==> src/rtl/noc_pkg.sv <==
// noc_pkg: shared AXI-Stream types for the router datapath and the output
// arbiter FSM state encoding.
//   axis_data_t  : TDATA/TLAST/TID/TDEST/TUSER payload of one beat
//   axis_mosi_t  : TVALID + payload (producer to consumer)
//   axis_miso_t  : TREADY (consumer to producer)
//   arb_state_e  : output arbiter states
package noc_pkg;

   localparam int unsigned AXIS_DATA_WIDTH = 32;
   localparam int unsigned ID_WIDTH        = 4;
   localparam int unsigned DEST_WIDTH      = 4;
   localparam int unsigned USER_WIDTH      = 4;

   typedef struct packed {
      logic [AXIS_DATA_WIDTH-1:0] TDATA;
      logic                       TLAST;
      logic [ID_WIDTH-1:0]        TID;
      logic [DEST_WIDTH-1:0]      TDEST;
      logic [USER_WIDTH-1:0]      TUSER;
   } axis_data_t;

   typedef struct packed {
      logic       TVALID;
      axis_data_t data;
   } axis_mosi_t;

   typedef struct packed {
      logic TREADY;
   } axis_miso_t;

   typedef enum logic {
      IDLE,
      LOCKED
   } arb_state_e;

endpackage

==> src/rtl/router_output_arbiter_picker.sv <==
// rr_priority_picker: combinational round-robin picker.
//   req_i   : request vector
//   ptr_i   : index where the upward, wrapping scan begins
//   gnt_o   : one-hot grant of the first request at or after ptr_i
//   valid_o : at least one request present
module rr_priority_picker #(
   parameter int unsigned N  = 4,
   parameter int unsigned PW = 2
) (
   input  logic [N-1:0]  req_i,
   input  logic [PW-1:0] ptr_i,
   output logic [N-1:0]  gnt_o,
   output logic          valid_o
);

   logic [PW-1:0] idx;

   always_comb begin
      gnt_o   = '0;
      valid_o = 1'b0;
      idx     = '0;
      for (int unsigned i = 0; i < N; i++) begin
         idx = PW'((32'(ptr_i) + i) % N);
         if (!valid_o && req_i[idx]) begin
            gnt_o[idx] = 1'b1;
            valid_o    = 1'b1;
         end
      end
   end

endmodule

==> src/rtl/router_output_arbiter.sv <==
// router_output_arbiter: merges N_INPUTS AXI-Stream queue outputs onto one
// output port with per-packet arbitration (half-full queues first, round-robin
// within each class), a one-beat output register and a saturating stall counter.
//   clk_i, rst_i   : clock, synchronous active-high reset
//   in_mosi_i      : queue outputs          in_miso_o  : per-queue TREADY
//   half_full_i    : queue urgency flags
//   out_mosi_o     : registered merged stream   out_miso_i : downstream TREADY
//   grant_o        : one-hot current owner, 0 when idle
//   stall_cnt_o    : cycles with output TVALID && !TREADY (saturating)
//   stall_clr_i    : synchronous clear of stall_cnt_o
module router_output_arbiter
   import noc_pkg::*;
#(
   parameter int unsigned N_INPUTS        = 4,
   parameter int unsigned STALL_CNT_WIDTH = 16
) (
   input  logic                       clk_i,
   input  logic                       rst_i,
   input  axis_mosi_t                 in_mosi_i [N_INPUTS],
   output axis_miso_t                 in_miso_o [N_INPUTS],
   input  logic [N_INPUTS-1:0]        half_full_i,
   output axis_mosi_t                 out_mosi_o,
   input  axis_miso_t                 out_miso_i,
   output logic [N_INPUTS-1:0]        grant_o,
   output logic [STALL_CNT_WIDTH-1:0] stall_cnt_o,
   input  logic                       stall_clr_i
);

   localparam int unsigned PW = $clog2(N_INPUTS);

   arb_state_e                 state_q;
   logic [N_INPUTS-1:0]        grant_q;
   logic [PW-1:0]              rr_ptr_q;
   axis_mosi_t                 out_q;
   logic [STALL_CNT_WIDTH-1:0] stall_q, stall_d;

   logic [N_INPUTS-1:0] valid_vec, gnt_urg, gnt_all, pick;
   logic                any_urg, any_req;
   axis_data_t          sel_beat;
   logic                sel_valid, out_ready, beat_ready, accept;
   logic [PW-1:0]       g_idx, rr_ptr_nxt;

   always_comb begin
      valid_vec = '0;
      for (int unsigned k = 0; k < N_INPUTS; k++) valid_vec[k] = in_mosi_i[k].TVALID;
   end

   rr_priority_picker #(.N(N_INPUTS), .PW(PW)) u_pick_urg (
      .req_i  (valid_vec & half_full_i),
      .ptr_i  (rr_ptr_q),
      .gnt_o  (gnt_urg),
      .valid_o(any_urg)
   );

   rr_priority_picker #(.N(N_INPUTS), .PW(PW)) u_pick_all (
      .req_i  (valid_vec),
      .ptr_i  (rr_ptr_q),
      .gnt_o  (gnt_all),
      .valid_o(any_req)
   );

   assign pick = any_urg ? gnt_urg : gnt_all;

   // Beat and TVALID of the current owner; zero when idle.
   always_comb begin
      sel_beat  = '0;
      sel_valid = 1'b0;
      g_idx     = '0;
      for (int unsigned k = 0; k < N_INPUTS; k++) begin
         if (grant_q[k]) begin
            sel_beat  = in_mosi_i[k].data;
            sel_valid = in_mosi_i[k].TVALID;
            g_idx     = PW'(k);
         end
      end
   end

   assign rr_ptr_nxt = (g_idx == PW'(N_INPUTS - 1)) ? '0 : g_idx + PW'(1);

   // TREADY is withheld while rst_i is high so a beat presented during reset
   // stays in its queue instead of being popped and discarded.
   assign out_ready  = !out_q.TVALID || out_miso_i.TREADY;
   assign beat_ready = (state_q == LOCKED) && out_ready && !rst_i;
   assign accept     = beat_ready && sel_valid;

   always_comb begin
      for (int unsigned k = 0; k < N_INPUTS; k++) begin
         in_miso_o[k]        = '0;
         in_miso_o[k].TREADY = beat_ready && grant_q[k];
      end
   end

   always_comb begin
      stall_d = stall_q;
      if (stall_clr_i)
         stall_d = '0;
      else if (out_q.TVALID && !out_miso_i.TREADY && (stall_q != '1))
         stall_d = stall_q + STALL_CNT_WIDTH'(1);
   end

   always_ff @(posedge clk_i) begin
      if (rst_i) begin
         state_q  <= IDLE;
         grant_q  <= '0;
         rr_ptr_q <= '0;
         out_q    <= '0;
         stall_q  <= '0;
      end else begin
         stall_q <= stall_d;

         if (accept) begin
            out_q.TVALID <= 1'b1;
            out_q.data   <= sel_beat;
         end else if (out_miso_i.TREADY) begin
            out_q.TVALID <= 1'b0;
         end

         case (state_q)
            IDLE: begin
               if (any_req) begin
                  grant_q <= pick;
                  state_q <= LOCKED;
               end
            end
            LOCKED: begin
               if (accept && sel_beat.TLAST) begin
                  grant_q  <= '0;
                  rr_ptr_q <= rr_ptr_nxt;
                  state_q  <= IDLE;
               end
            end
            default: state_q <= IDLE;
         endcase
      end
   end

   assign out_mosi_o  = out_q;
   assign grant_o     = grant_q;
   assign stall_cnt_o = stall_q;

endmodule

==> config.mk <==
export PLATFORM = sky130hd
export DESIGN_NAME = router_output_arbiter
export DESIGN_NICKNAME = d
export VERILOG_FILES = /design/src/rtl/noc_pkg.sv /design/src/rtl/router_output_arbiter_picker.sv /design/src/rtl/router_output_arbiter.sv
export SDC_FILE = /design/constraint.sdc
export NUM_CORES = 1
export LEC_CHECK = 0
export ABC_AREA = 1
export BUFFER_PORTS_ARGS = -buffer_cell sky130_fd_sc_hd__buf_2
export CAP_MARGIN = 20
export CORE_ASPECT_RATIO = 0.7
export CORE_MARGIN = 3
export CORE_UTILIZATION = 41
export DETAILED_ROUTE_END_ITERATION = 10
export HOLD_SLACK_MARGIN = 0.02
export PLACE_DENSITY = 0.77
export SYNTH_ARGS = -nofsm -noshare
export SYNTH_HDL_FRONTEND = slang
export SYNTH_HIERARCHICAL = 1
export SYNTH_SLANG_ARGS = --single-unit
==> constraint.sdc <==
create_clock -name clk_i -period 2.2 [get_ports clk_i]
set_input_delay 0.33 -clock clk_i [delete_from_list [all_inputs] [get_ports clk_i]]
set_output_delay 0.33 -clock clk_i [all_outputs]
set_load 0.01 [all_outputs]
==> flow_summary.json, run 1 <==
{
  "gp_congestion": 1.00,
  "synth_edf_count": 0,
  "track_usage": 0.272,
  "slew_headroom": 0.644,
  "drv_slew": 0,
  "grt_pass1_vias": 5617,
  "nNetsFinal": 1222,
  "seq_power_share": 0.344,
  "yosysTopAreaCell": "dfxtp_1",
  "syn_inst": 770,
  "via_per_inst": 5.35,
  "skew_ns": 0.00281,
  "drive_gt1_frac": 0.331,
  "h-tree-depth": 3,
  "cts.repair.resized": 0,
  "postSynthAreaPerCell_um2": 6.34,
  "post-route-util": 0.589,
  "synth_area_leaders": "dfxtp_1 28%, nand3_1 14%, nand2_1 12%, a21oi_1 11%, o21ai_0 9.4%",
  "crit_path_end_kind": "register",
  "worstSkewPairLatency_ns": 0.33,
  "dp.cells": 1159,
  "synthDistinctLibCells": 31,
  "power_density_nw_per_um2": 613,
  "r2r_slack_ns": 0.24,
  "drc": 0,
  "seq_area_frac_synth": 0.283,
  "finalSetupViolCount": 0,
  "comb_power_share": 0.325,
  "avgRoutedWirePerCell_um": 16.1,
  "vias": 6293,
  "hold_viol_final": 0,
  "core_um2": 11300,
  "overflow": 0,
  "fill_cells": 1150,
  "switchingPower_mw": 1.40,
  "crit_arrival_ns": 2.22,
  "wl_met1_um": 8090,
  "power.total_mw": 4.08,
  "area_growth_pct": 36.3,
  "setup_ws_ns": 0.238,
  "dr.pass1.iters": 5,
  "path_max_fanout": 7,
  "dpl_worst_slack_ns": 0.170,
  "io_buffers": 261,
  "fin_area_um2": 6650,
  "grt_max_degree": 81,
  "clk_pin_slew_ns": 0.05,
  "cts_setup_buffers": 0,
  "max_slew.worst_pin.slew_ns": 0.534,
  "ys.flop_type": "dfxtp_1",
  "clockPowerShare": 0.331,
  "synth_nets": 975,
  "p_leak_nw": 3.27,
  "die_width_um": 136,
  "setup_tns_ns": 0,
  "initial_utilization": 0.432,
  "die_area_um2": 13300,
  "yosysWarningCount": 6,
  "final_cell_mix": "261 x buf_2, 155 x nand2_1, 140 x nand3_1",
  "vdd_ir_drop_max_mv": 0.434,
  "top_layer_used": "met4",
  "synth-seq-cells": 69,
  "p_int_mw": 2.67,
  "startpoint_type": "register",
  "grt_setup_unrepaired": "false",
  "wl_um": 18900,
  "hold_ws_ns": 0.269,
  "clock-sinks": 69,
  "num_io_pins": 262,
  "maxCapViolCount": 0,
  "syn_area_um2": 4880,
  "clock_path_buffers": 2,
  "fp-row-count": 32,
  "p_sw_frac": 0.344,
  "worstPathRequired_ns": 2.45,
  "synth_top_area_share": 0.283,
  "cts_hold_buf": 0,
  "crit_type": "register to register",
  "wl_met2_um": 8810,
  "grt_pass1_wl_um": 29000,
  "synthArstFlopShare": 0,
  "hpwl_um": 14500,
  "hold_class": "primary input to register",
  "status": "complete, no violations",
  "finalCritPeriodShare": 0.892,
  "cts_tree": "built",
  "die_y_um": 97.3,
  "antenna_found_initial": 1,
  "final_common_cell": "buf_2",
  "ant_nets": 0,
  "drtIter0Drc": 406,
  "timing.fmax_mhz": 510,
  "cts_made_buffers": 9,
  "cts_root_buf": "clkbuf_16",
  "wl_met3_um": 1570,
  "min_period_ns": 1.96,
  "finalNonFillerCells": 1176,
  "dpl_cell_area_um2": 6360
}
state kept, by name (all words and copies together), names as in the netlist:
name and flops:
rr_ptr_q 2, stall_cnt_o 16, grant_o 4, state_q 1, out_mosi_o 46
cell type report:
class | instances | area [um^2] | share of cell area
clock buffers | 13 | 260 | 0.0391
clock inverters | 3 | 20.0 | 0.00301
inverters | 43 | 161 | 0.0243
multi-input cells | 610 | 3110 | 0.467
well taps | 153 | 191 | 0.0288
flip-flops and latches | 69 | 1390 | 0.209
repair buffers | 284 | 1520 | 0.228
diodes | 1 | 2.50 | 0.000376
worst max-delay path, cell delays in order (launching register included):
cell and delay [ns]:
dfxtp_1 0.34, buf_4 0.16, inv_1 0.07, ha_1 0.31, inv_1 0.12, nand3_1 0.09, nand2_1 0.11, nand2_2 0.08
nor2_4 0.13, nand2_2 0.11, inv_1 0.12, o21ai_0 0.11, a21oi_1 0.15
synthesized netlist by cell type, types with 2 or more instances:
cell type and instances:
nand2_1 156, nand3_1 140, a21oi_1 110, o21ai_0 92, dfxtp_1 69, nor2_1 50
inv_1 40, buf_2 18, clkbuf_1 16, ha_1 13, nand2_2 9, buf_4 7
a31o_2 6, xnor2_1 6, buf_1 5, nand3_4 4, nor2_4 4, xor2_1 4
inv_2 3, nand3_2 3, buf_6 2, nand2_4 2, nand3b_1 2, o21a_1 2
path summary, 6_finish.rpt:
kind | start | to | cells after the start
worst max register to register | rr_ptr_q[1]$_SDFFE_PP0P_ | grant_o[3]$_SDFFE_PP0P_ | 12
worst min-delay path | in_mosi_i[16] | out_mosi_o[16]$_SDFFE_PP0P_ | 3
worst min register to register | out_mosi_o[12]$_SDFFE_PP0P_ | out_mosi_o[12]$_SDFFE_PP0P_ | 2
worst max-delay path | rr_ptr_q[1]$_SDFFE_PP0P_ | grant_o[3]$_SDFFE_PP0P_ | 12
per-layer routing:
metal,vias to the layer above,GRT usage
met5,-,0
met4,0,0.0682
met3,29,0.0668
met2,273,0.444
met1,2872,0.358
li1,3119,-
power groups by stage:
stage	Sequential [mW]	Combinational [mW]	Clock [mW]
2_1_floorplan	1.45	0.775	0
3_3_place_gp	1.43	1.29	0
3_5_place_dp	1.43	1.31	0
4_1_cts	1.40	1.31	1.38
5_1_grt	1.41	1.47	1.45
6_report	1.40	1.32	1.35
kinds of logic (layout without fill, tap and decap cells):
logic type / Yosys count / in the layout / share of synthesized area
DFF: 69 / 69 / 0.283
other: 0 / 1 / 0
AOI/OAI and AO/OA: 212 / 212 / 0.224
adders and majority gates: 13 / 13 / 0.0333
buffers and inverters: 91 / 343 / 0.0831
and+or+nand+nor: 375 / 375 / 0.359
xor gates and xnor gates: 10 / 10 / 0.0180
Power figures use the tool's default switching activity.
==> run 2, diff against run 1 <==
--- a/config.mk
+++ b/config.mk
@@ -14,6 +14,7 @@
 export DETAILED_ROUTE_END_ITERATION = 10
 export HOLD_SLACK_MARGIN = 0.02
 export PLACE_DENSITY = 0.77
+export REMOVE_ABC_BUFFERS = 1
 export SYNTH_ARGS = -nofsm -noshare
 export SYNTH_HDL_FRONTEND = slang
 export SYNTH_HIERARCHICAL = 1
==> run 2 against run 1 <==
Compared with the run above:
- hold slack improved by 0.013 ns
- critical path depth stayed put
- critical path type unchanged
- clock skew is 0.0021 ns higher
==> flow_summary.json, run 2 (same netlist as run 1, synthesis figures left out) <==
{
  "num_io_pins": 262,
  "dp.cells": 1157,
  "hold_path_end": "out_mosi_o[19]$_SDFFE_PP0P_",
  "max_slew.worst_pin.slew_ns": 0.726,
  "nNetsFinal": 1220,
  "setup_tns_ns": 0,
  "p_leak_nw": 3.29,
  "finalSetupViolCount": 0,
  "grt_pass1_vias": 5593,
  "post-route-util": 0.591,
  "cts_root_buf": "clkbuf_16",
  "drtIter0Drc": 437,
  "crit_arrival_ns": 2.20,
  "power_density_nw_per_um2": 643,
  "dr.pass1.iters": 7,
  "maxCapViolCount": 0,
  "fill_cells": 1173,
  "cts_hold_buf": 0,
  "avgRoutedWirePerCell_um": 16.2,
  "hpwl_um": 14400,
  "wl_um": 19100,
  "finalNonFillerCells": 1175,
  "r2r_cells": 12,
  "hold_class": "primary input to register",
  "grt_setup_unrepaired": "false",
  "min_from": "in_mosi_i[19]",
  "setup_ws_ns": 0.207,
  "crit_type": "register to register",
  "wl_met1_um": 8500,
  "rr_startpoint": "rr_ptr_q[1]$_SDFFE_PP0P_",
  "r2r-end": "grant_o[0]$_SDFFE_PP0P_",
  "largest_reg_flops": 46,
  "power.total_mw": 4.29,
  "timing.fmax_mhz": 502,
  "die_y_um": 97.3,
  "status": "complete, no violations",
  "clk_pin_slew_ns": 0.06,
  "cts_made_buffers": 9,
  "r2r_slack_ns": 0.21,
  "worstPathRequired_ns": 2.41,
  "initial_utilization": 0.432,
  "wl_met2_um": 8570,
  "vdd_ir_drop_max_mv": 0.410,
  "holdPathStages": 3,
  "drv_slew": 0,
  "ant_nets": 0,
  "slew_headroom": 0.515,
  "core_um2": 11300,
  "gp_congestion": 0.975,
  "wl_met3_um": 1640,
  "io_buffers": 261,
  "h-tree-depth": 3,
  "min_period_ns": 1.99,
  "clock_path_buffers": 2,
  "top_layer_used": "met4",
  "skew_ns": 0.00492,
  "crit_path_end_kind": "register",
  "cts_setup_buffers": 0,
  "track_usage": 0.273,
  "drive_gt1_frac": 0.329,
  "fp-row-count": 32,
  "clock-sinks": 69,
  "vias": 6237,
  "path_max_fanout": 5,
  "hold_viol_final": 0,
  "grt_pass1_wl_um": 29300,
  "via_per_inst": 5.31,
  "final_cell_mix": "261 x buf_2, 156 x nand2_1, 140 x nand3_1",
  "drc": 0,
  "cts_tree": "built",
  "final_common_cell": "buf_2",
  "die_area_um2": 13300,
  "startpoint_type": "register",
  "area_growth_pct": 36.8,
  "worstSkewPairLatency_ns": 0.32,
  "finalCritPeriodShare": 0.906,
  "overflow": 0,
  "grt_max_degree": 61,
  "dpl_worst_slack_ns": 0.237,
  "die_width_um": 136,
  "antenna_found_initial": 2
}
[run 2: cell count changes in the layout (fill, tap and decap cells not counted), moves of 2 or more]
cell       change
buf_4          -2
bufinv_16      +2
clkbuf_1       -2
clkbuf_8       -2
clkinv_4       +2
[run 2: metrics by stage]
step | instance area, um^2 | hold WS (ns)
final | 6670 | 0.282
after global routing | 6670 | 0.278
after CTS | 6670 | 0.266
after detailed placement | 6340 | 0.460
after global placement | 6340 | 0.461
after floorplan | 4630 | 0.399
[run 2: cell type report]
cell class,count,area (um^2),share of cell area
Antenna cell,2,5.00,0.000750
Sequential cell,69,1390,0.208
Clock buffer,9,225,0.0338
Tap cell,153,191,0.0287
Timing Repair Buffer,282,1500,0.225
Clock inverter,7,98.8,0.0148
Inverter,43,161,0.0242
Multi-Input combinational cell,610,3100,0.465
[run 2: layer usage]
| metal | track usage | up-vias |
|---|---|---|
| met3 | 0.0611 | 29 |
| met1 | 0.370 | 2804 |
| met4 | 0.0782 | 0 |
| met5 | 0 | - |
| li1 | - | 3115 |
| met2 | 0.434 | 289 |
[run 2: power by group]
group | internal [mW] | switching (mW)
combinational | 0.513 | 0.813
sequential | 1.34 | 0.0594
clock | 0.998 | 0.569
total | 2.85 | 1.44
[run 2: critical path, cell delays in order, from the launching register on]
cell and delay [ns]:
dfxtp_1 0.40, inv_1 0.14, ha_1 0.33, inv_1 0.11, nand3_1 0.08, nand2_1 0.11
nand2_2 0.08, nor2_4 0.12, nand2_1 0.14, nor2_1 0.14, nor2_1 0.06, o21ai_0 0.07
a21oi_1 0.08
[run 2: worst max-delay path by stage]
stage | start | endpoint | cells past startpoint
3_5_place_dp | rr_ptr_q[0]$_SDFFE_PP0P_ | grant_o[0]$_SDFFE_PP0P_ | 14
3_3_place_gp | rr_ptr_q[0]$_SDFFE_PP0P_ | grant_o[2]$_SDFFE_PP0P_ | 14
4_1_cts | rr_ptr_q[1]$_SDFFE_PP0P_ | grant_o[2]$_SDFFE_PP0P_ | 14
6_report | rr_ptr_q[1]$_SDFFE_PP0P_ | grant_o[0]$_SDFFE_PP0P_ | 12
2_1_floorplan | grant_o[0]$_SDFFE_PP0P_ | out_mosi_o[15]$_SDFFE_PP0P_ | 7
5_1_grt | rr_ptr_q[0]$_SDFFE_PP0P_ | grant_o[1]$_SDFFE_PP0P_ | 14
[run 2: repair_timing]
| action | in CTS | in global routing |
|---|---|---|
| resized for setup | 0 | 1 |
| setup endpoints to repair | 0 | 4 |
| hold endpoints to repair | 0 | 0 |
==> run 3, diff against run 2 <==
--- a/config.mk
+++ b/config.mk
@@ -10,11 +10,12 @@
 export CAP_MARGIN = 20
 export CORE_ASPECT_RATIO = 0.7
 export CORE_MARGIN = 3
-export CORE_UTILIZATION = 41
+export CORE_UTILIZATION = 46
 export DETAILED_ROUTE_END_ITERATION = 10
 export HOLD_SLACK_MARGIN = 0.02
-export PLACE_DENSITY = 0.77
+export PLACE_DENSITY = 0.82
 export REMOVE_ABC_BUFFERS = 1
+export SETUP_SLACK_MARGIN = 0.5
 export SYNTH_ARGS = -nofsm -noshare
 export SYNTH_HDL_FRONTEND = slang
 export SYNTH_HIERARCHICAL = 1
==> constraint.sdc (replaced) <==
create_clock -name clk_i -period 2.05 [get_ports clk_i]
set_input_delay 0.3075 -clock clk_i [delete_from_list [all_inputs] [get_ports clk_i]]
set_output_delay 0.3075 -clock clk_i [all_outputs]
set_load 0.01 [all_outputs]
==> run 3 against run 2 <==
Compared with the run above:
- sequential cell count did not move
- wire length rose by 7.2%
- first-iteration DRC count rose by 46%
- non-clock buffer count rose by 20
- maximum frequency rose by 14%
- clock skew rose by 0.0014 ns
- hold slack got worse by 0.037 ns
- critical endpoint unchanged
==> flow_summary.json, run 3 (same netlist as run 1, synthesis figures left out) <==
{
  "status": "complete, no violations",
  "nNetsFinal": 1240,
  "die_area_um2": 11900,
  "final_common_cell": "buf_2",
  "path_common_cell": "inv_4",
  "drv_slew": 0,
  "cts_made_buffers": 9,
  "antenna_found_initial": 3,
  "grt_pass1_wl_um": 28900,
  "cpMaxStageDelayCell": "dfxtp_4",
  "gp_congestion": 0.995,
  "ant_nets": 0,
  "overflow": 0,
  "worstPathRequired_ns": 2.31,
  "clock-sinks": 69,
  "post-route-util": 0.708,
  "clockPowerShare": 0.349,
  "grt_pass1_vias": 5623,
  "r2r_slack_ns": 0.30,
  "p_int_mw": 3.17,
  "cts_root_buf": "clkbuf_16",
  "setup_tns_ns": 0,
  "hold_viol_final": 0,
  "crit_type": "register to register",
  "avgRoutedWirePerCell_um": 17.5,
  "max_slew.worst_pin.slew_ns": 0.433,
  "startpoint": "rr_ptr_q[0]$_SDFFE_PP0P_",
  "rr_startpoint": "rr_ptr_q[0]$_SDFFE_PP0P_",
  "num_io_pins": 262,
  "finalSetupViolCount": 0,
  "worstSkewPairLatency_ns": 0.33,
  "switchingPower_mw": 1.62,
  "grt_max_degree": 46,
  "dr.pass1.iters": 6,
  "h-tree-depth": 3,
  "timing.fmax_mhz": 572,
  "skew_ns": 0.00633,
  "final_cell_mix": "261 x buf_2, 145 x nand2_1, 135 x nand3_1",
  "seq_power_share": 0.312,
  "io_buffers": 261,
  "track_usage": 0.305,
  "die_width_um": 129,
  "p_sw_frac": 0.339,
  "cts_hold_buf": 0,
  "finalCritPeriodShare": 0.854,
  "hold_ws_ns": 0.246,
  "path_max_fanout": 8,
  "grt_setup_unrepaired": "true",
  "comb_power_share": 0.339,
  "wl_um": 20500,
  "initial_utilization": 0.487,
  "core_um2": 10000,
  "vdd_ir_drop_max_mv": 0.434,
  "hpwl_um": 14500,
  "min_period_ns": 1.75,
  "clock_path_buffers": 2,
  "vias": 6548,
  "clk_pin_slew_ns": 0.06,
  "drive_gt1_frac": 0.385,
  "startpoint_type": "register",
  "min_from": "stall_clr_i",
  "cts_tree": "built",
  "fp-row-count": 30,
  "crit_arrival_ns": 2.01,
  "dpl_cell_area_um2": 6350,
  "maxCapViolCount": 0,
  "via_per_inst": 5.59,
  "hold_class": "primary input to register",
  "p_leak_nw": 3.45,
  "power.total_mw": 4.79,
  "fin_area_um2": 7090,
  "area_growth_pct": 45.4,
  "power_density_nw_per_um2": 676,
  "die_y_um": 92.2,
  "slew_headroom": 0.711,
  "path_cells": "inv_4 -> ha_4 -> inv_4 -> nand3_2 -> o21a_1 -> inv_1 -> nand2_2 -> inv_2 -> nor2_4 -> inv_4 -> nor2_1 -> o21ai_1 -> a21oi_1",
  "drc": 0,
  "drtIter0Drc": 636,
  "crit_path_end_kind": "register",
  "largest_reg_flops": 46,
  "cp_slowest_stage_delay_ns": 0.38
}
-- run 3: cell count changes in the layout (fill, tap and decap cells not counted), sizes merged --
cell and delta:
clkbuf +2, diode +1, buf +18
-- run 3: cell type report --
type / instances / area [um^2]
multi-input cells: 610 / 3270
fillers: 842 / 2930
repair buffers: 302 / 1750
flip-flops and latches: 69 / 1410
clock buffers: 9 / 225
inverters: 43 / 171
well taps: 128 / 160
clock inverters: 7 / 98.8
diodes: 3 / 7.51
-- run 3: metrics by stage --
stage | std cells | setup WS, ns
floorplan | 722 | -1.67
finish | 1171 | 0.300
global placement | 1135 | 0.104
global route | 1171 | 0.186
CTS | 1159 | 0.353
detailed placement | 1135 | 0.0619
-- run 3: what timing repair did --
action	CTS	global route
endpoints found under the setup margin	68	71
pin swaps	14	16
resized for setup	39	37
gates cloned	2	2
setup buffers	6	7
-- run 3: worst paths after layout --
path                                               endpoint  cells past startpoint
worst max-delay path                grant_o[0]$_SDFFE_PP0P_                     13
worst min-delay path            stall_cnt_o[0]$_SDFFE_PP0P_                      4
worst min register to register  out_mosi_o[12]$_SDFFE_PP0P_                      2
worst max register to register      grant_o[0]$_SDFFE_PP0P_                     13
-- run 3: metal layers --
layer | track usage | routed length (um) | vias up | part of all wire
met4 | 0.104 | 656 | 0 | 0.032
met2 | 0.490 | 9450 | 381 | 0.46
met5 | 0 | 0 | - | 0
met3 | 0.0733 | 2070 | 62 | 0.10
met1 | 0.400 | 8280 | 2947 | 0.40
li1 | - | - | 3158 | -
-- run 3: power groups by stage --
stage | logic (mW) | clock network, mW | registers (mW)
after floorplan | 0.686 | 0 | 1.62
after global placement | 1.40 | 0 | 1.52
after CTS | 1.49 | 1.70 | 1.49
final | 1.62 | 1.67 | 1.50
after detailed placement | 1.41 | 0 | 1.53
after global routing | 1.75 | 1.76 | 1.50
-- run 3: critical path: cells and delay by family, from the launching register on --
kind | cells | cell delay [ns]
buffers and inverters | 5 | 0.29
flip-flops | 1 | 0.38
AO/OA/AOI/OAI | 3 | 0.39
AND/OR/NAND/NOR | 4 | 0.33
adder cells (fa/ha/maj) | 1 | 0.29
